==> config.mk <==
export PLATFORM = sky130hd
export DESIGN_NAME = mux2x1_sel_arb
export DESIGN_NICKNAME = d
export VERILOG_FILES = /design/src/rtl/mux2x1_sel_arb.sv
export SDC_FILE = /design/constraint.sdc
export NUM_CORES = 1
export LEC_CHECK = 0
export BUFFER_PORTS_ARGS = -buffer_cell sky130_fd_sc_hd__buf_2
export CORE_AREA = 2 2 39 41
export CTS_CLUSTER_SIZE = 30
export DETAILED_ROUTE_END_ITERATION = 6
export DIE_AREA = 0 0 41 43
export SLEW_MARGIN = 20
export SYNTH_ARGS = -nofsm -noshare
export SYNTH_HDL_FRONTEND = slang
export SYNTH_SLANG_ARGS = --single-unit
==> constraint.sdc <==
create_clock -name clk -period 4.3 [get_ports clk]
set_clock_uncertainty 0.1 [all_clocks]
set_input_delay 0.43 -clock clk [delete_from_list [all_inputs] [get_ports clk]]
set_output_delay 0.43 -clock clk [all_outputs]
set_load 0.05 [all_outputs]
==> src/rtl/mux2x1_sel_arb.sv <==
// Round-robin arbiter driving the select of a 2:1 mux; all outputs come straight from flops.
// Optional hold-timeout enabled by defining MUX_SEL_ARB_TIMEOUT_EN.
module mux2x1_sel_arb #(
  parameter int MAX_HOLD = 8
) (
  input  logic clk,
  input  logic rst_n,
  input  logic req1,
  input  logic req2,
  input  logic done,
  output logic select,
  output logic grant1,
  output logic grant2,
  output logic busy,
  output logic timeout
);

  // One-hot grant encoding so grant1/grant2 are direct flop outputs.
  typedef enum logic [1:0] {
    S_IDLE = 2'b00,
    S_G1   = 2'b01,
    S_G2   = 2'b10
  } state_t;

  state_t r_state;
  state_t w_state_next;
  logic   r_last2;       // 1 when requester 2 was served last
  logic   w_last2_next;
  logic   r_select;
  logic   r_busy;
  logic   w_own_req;

  function automatic state_t pick(input logic a, input logic b, input logic last2);
    if (a && b) return last2 ? S_G1 : S_G2;
    else if (a) return S_G1;
    else if (b) return S_G2;
    else        return S_IDLE;
  endfunction

`ifdef MUX_SEL_ARB_TIMEOUT_EN
  localparam int CNT_W = $clog2(MAX_HOLD);

  logic [CNT_W-1:0] r_cnt;
  logic             r_timeout;
  logic             w_timeout_next;
`endif

  assign w_own_req = (r_state == S_G2) ? req2 : req1;

  always_comb begin
    w_state_next = r_state;
    w_last2_next = r_last2;
`ifdef MUX_SEL_ARB_TIMEOUT_EN
    w_timeout_next = 1'b0;
`endif
    case (r_state)
      S_IDLE: w_state_next = pick(req1, req2, r_last2);
      S_G1, S_G2: begin
        // Priority: done, then abort, then forced release.
        if (done) begin
          w_last2_next = (r_state == S_G2);
          w_state_next = pick(req1, req2, r_state == S_G2);
        end else if (!w_own_req) begin
          w_last2_next = (r_state == S_G2);
          w_state_next = S_IDLE;
        end
`ifdef MUX_SEL_ARB_TIMEOUT_EN
        else if (r_cnt == CNT_W'(MAX_HOLD - 1)) begin
          w_last2_next   = (r_state == S_G2);
          w_state_next   = S_IDLE;
          w_timeout_next = 1'b1;
        end
`endif
      end
      default: w_state_next = S_IDLE;
    endcase
  end

  always_ff @(posedge clk or negedge rst_n) begin
    if (!rst_n) begin
      r_state  <= S_IDLE;
      r_last2  <= 1'b1;
      r_select <= 1'b0;
      r_busy   <= 1'b0;
    end else begin
      r_state <= w_state_next;
      r_last2 <= w_last2_next;
      r_busy  <= (w_state_next != S_IDLE);
      if (w_state_next == S_G1)
        r_select <= 1'b0;
      else if (w_state_next == S_G2)
        r_select <= 1'b1;
    end
  end

`ifdef MUX_SEL_ARB_TIMEOUT_EN
  // Counter restarts on every fresh grant, including a done-driven re-grant.
  always_ff @(posedge clk or negedge rst_n) begin
    if (!rst_n) begin
      r_cnt     <= '0;
      r_timeout <= 1'b0;
    end else begin
      r_timeout <= w_timeout_next;
      if (w_state_next != S_IDLE && (w_state_next != r_state || done))
        r_cnt <= '0;
      else if (w_state_next != S_IDLE)
        r_cnt <= r_cnt + 1'b1;
    end
  end

  assign timeout = r_timeout;
`else
  assign timeout = 1'b0;
`endif

  assign grant1 = r_state[0];
  assign grant2 = r_state[1];
  assign busy   = r_busy;
  assign select = r_select;

endmodule
==> run summary <==
Diode count - 0
H-tree Lvls - 1
Register area share after synthesis - 0.328
Synth Flop Type - dfrtp_1
WP data required - 4360 ps
Max-cap violations - 0
Slowest stage delay, CP - 500 ps
DRC viols - 0
Worst setup EP type - flip-flop
Clk Latency, worst-skew pair - 240 ps
Slowest CP cell - or4_4
Fmax - 445 MHz
IO Pins - 10
Vertical die dimension - 43 um
Final hold violation count - 0
Core area - 1380 sq um
Vias - 358
DRT Wirelength - 760 um
Routed Antenna Nets - 0
Hold WS - 427 ps
Layout cell share with drive strength beyond 1 - 0.269
Clock power frac - 0.148
Flop2flop setup slack - 2050 ps
Synthesized area - 385 sq um
Clock-pin slew on the worst setup and hold paths - 40 ps
FF-to-FF path depth - 6
Post-Route Setup TNS - 0 ps
CP delay by family, top - adder cells
Synth cell count leaders - ha_1 (5), inv_1 (5), dfrtp_1 (4), a31oi_1 (3)
WP buf/inv - 1
Largest area contributor in the netlist - dfrtp_1
Post-synthesis register bit count - 5
DR vias/cell - 5.26
LEAKAGE - 0.000231 uW
P_int - 186 uW
Worst vdd ir - 278 uV
Post-Layout Cell Count - 68
Combinational share of power - 0.614
Status - complete, no violations
Top cells by area, synth - dfrtp_1 (26%), ha_1 (16%), dfstp_2 (6.8%), a311o_1 (5.2%), mux2i_1 (5.2%)
Crit path from - r_state[0]$_DFF_PN0_
Critical path depth in cells - 6
Die Span X - 41 um
GPL Wtd Cong - 0.746
Pin count of the biggest net entering global routing - 9
Reg2reg end - select$_DFFE_PN0P_
Fin area - 474 sq um
P_sw - 173 uW
Drt first pass iters - 2
Synthesis-to-layout area growth - 23.1%
Port buffer count - 8
Pwr dens - 756 nW/um^2
Yosys top cell area share - 0.260
Row cnt - 14
Critical Path End - select$_DFFE_PN0P_
RR Startpoint - r_state[0]$_DFF_PN0_
Syn Nets - 50
CP cell instances - inv_1 > ha_1 > or4_4 > a311o_1 > ha_1 > mux2i_1
Number of global-route vias before repair - 329
First-pass GRT wire length - 1300 um
Gr usage total - 0.113
Iter 0 DRT Violations - 5
RSZ-0062 raised after global routing - false
Drt wl/cell - 11.2 um
Clock Sink Count - 5
Unique masters post-synth - 21
Yosys warning count - 0
Sequential share of power - 0.237
Initial Util - 0.278
CP Max Fanout - 6
Detail Placement HPWL - 592 um
GRT Residual Overflow - 0
Most used cell along the critical path - ha_1
Number of synthesized flops with an enable pin - 0
Sw Share - 0.482
Die area - 1760 sq um
Slew Limit Fails - 0
Clock root buffer master - clkbuf_4
Longest Clk Path Bufs - 2
Final worst-path cycle share - 0.523
Critical path class - flip-flop to flip-flop
Crit path DAT - 2310 ps
Placed Area - 438 sq um
Layout Nets - 63
Final setup violation count - 0
TritonCTS clock tree - done
Initial antenna violation count - 0
Mean area per synthesized cell - 9.63 sq um
HP Class - input port to asynchronous set/reset pin
Ys async rst share - 1.00
Final Critical Period - 2250 ps
Crit path launch type - flip-flop
CTS Buf Count - 3
Mapped Cells - 40
Placed insts - 63
-- registers in the layout (all words and copies together), names as in the netlist --
| register | count |
|---|---|
| busy | 1 |
| r_last2 | 1 |
| r_state | 2 |
| select | 1 |
-- cell usage in the layout (no fill, tap or decap) --
cell type | Yosys | routed
nand2b_1 | 2 | 2
a21o_1 | 1 | 1
nand3_1 | 2 | 2
dfstp_2 | 1 | 1
clkbuf_4 | 0 | 3
nand2_1 | 2 | 2
a22o_1 | 1 | 1
dfrtp_1 | 4 | 4
or4_4 | 1 | 1
buf_2 | 0 | 8
conb_1 | 1 | 1
mux2i_1 | 2 | 2
a311oi_1 | 2 | 2
ha_1 | 5 | 5
clkbuf_1 | 0 | 1
a31oi_1 | 3 | 3
dlygate4sd3_1 | 0 | 1
a311o_1 | 2 | 2
and4b_1 | 1 | 1
or3_1 | 1 | 1
inv_1 | 5 | 5
o211ai_1 | 1 | 1
o21ai_0 | 1 | 1
inv_2 | 1 | 1
-- per-layer routing --
metal | vias to the layer above | wire length (um) | GRT usage
met5 | - | 0 | 0
met4 | 0 | 13 | 0.0600
met3 | 2 | 43 | 0.0628
met2 | 9 | 378 | 0.166
met1 | 176 | 325 | 0.123
li1 | 171 | - | -
-- area by class of cell --
class	instances	area, sq um
timing repair buffer	9	50.0
fill	150	910
sequential	5	126
multi-input combinational	28	229
inverter	6	22.5
clock buffer	4	26.3
tap	16	20.0
-- what timing repair did --
item | CTS | global route
setup buffers | 0 | 0
gates resized for setup | 0 | 0
endpoints found under the setup margin | 0 | 0
hold buffers | 1 | 0
endpoints found under the hold margin | 4 | 0
-- worst reg2reg max path, stage by stage, from the launching register on --
cell,delay [ps]
dfrtp_1,360
inv_1,80
ha_1,280
or4_4,510
a311o_1,360
ha_1,300
mux2i_1,180
-- power by group through the flow --
| stage | Clock [uW] | Sequential [uW] | Combinational [uW] |
|---|---|---|---|
| 6_report | 53.2 | 85.2 | 220 |
| 3_3_place_gp | 0 | 85.1 | 216 |
| 4_1_cts | 55.3 | 85.7 | 221 |
| 3_5_place_dp | 0 | 86.0 | 220 |
| 5_1_grt | 60.1 | 88.3 | 245 |
| 2_1_floorplan | 0 | 142 | 118 |
-- worst min-delay path by stage --
stage | startpoint | endpoint | slack [ps] | cells past startpoint
after global routing | rst_n | busy$_DFF_PN0_ | 420 | 2
final | rst_n | busy$_DFF_PN0_ | 430 | 2
after detailed placement | rst_n | select$_DFFE_PN0P_ | 150 | 1
after floorplan | rst_n | busy$_DFF_PN0_ | 30 | 0
after global placement | rst_n | select$_DFFE_PN0P_ | 150 | 1
after CTS | rst_n | busy$_DFF_PN0_ | 430 | 2
-- metrics by stage --
step | setup slack [ps] | total power [uW] | utilization
after floorplan | 1810 | 260 | -
after global placement | 2090 | 301 | 0.316
after detailed placement | 2040 | 306 | 0.316
after CTS | 2020 | 362 | 0.343
after global routing | 1920 | 393 | 0.343
final | 2050 | 359 | 0.343
-- cell families after synthesis --
group	share of synthesized area
buffers and inverters	0.0779
adder cells (fa/ha/maj)	0.162
flip-flops	0.328
multiplexers	0.0520
AND/OR/NAND/NOR	0.149
AO/OA/AOI/OAI	0.221
other	0.00973
Note: power is estimated with default switching activity, not from simulation.
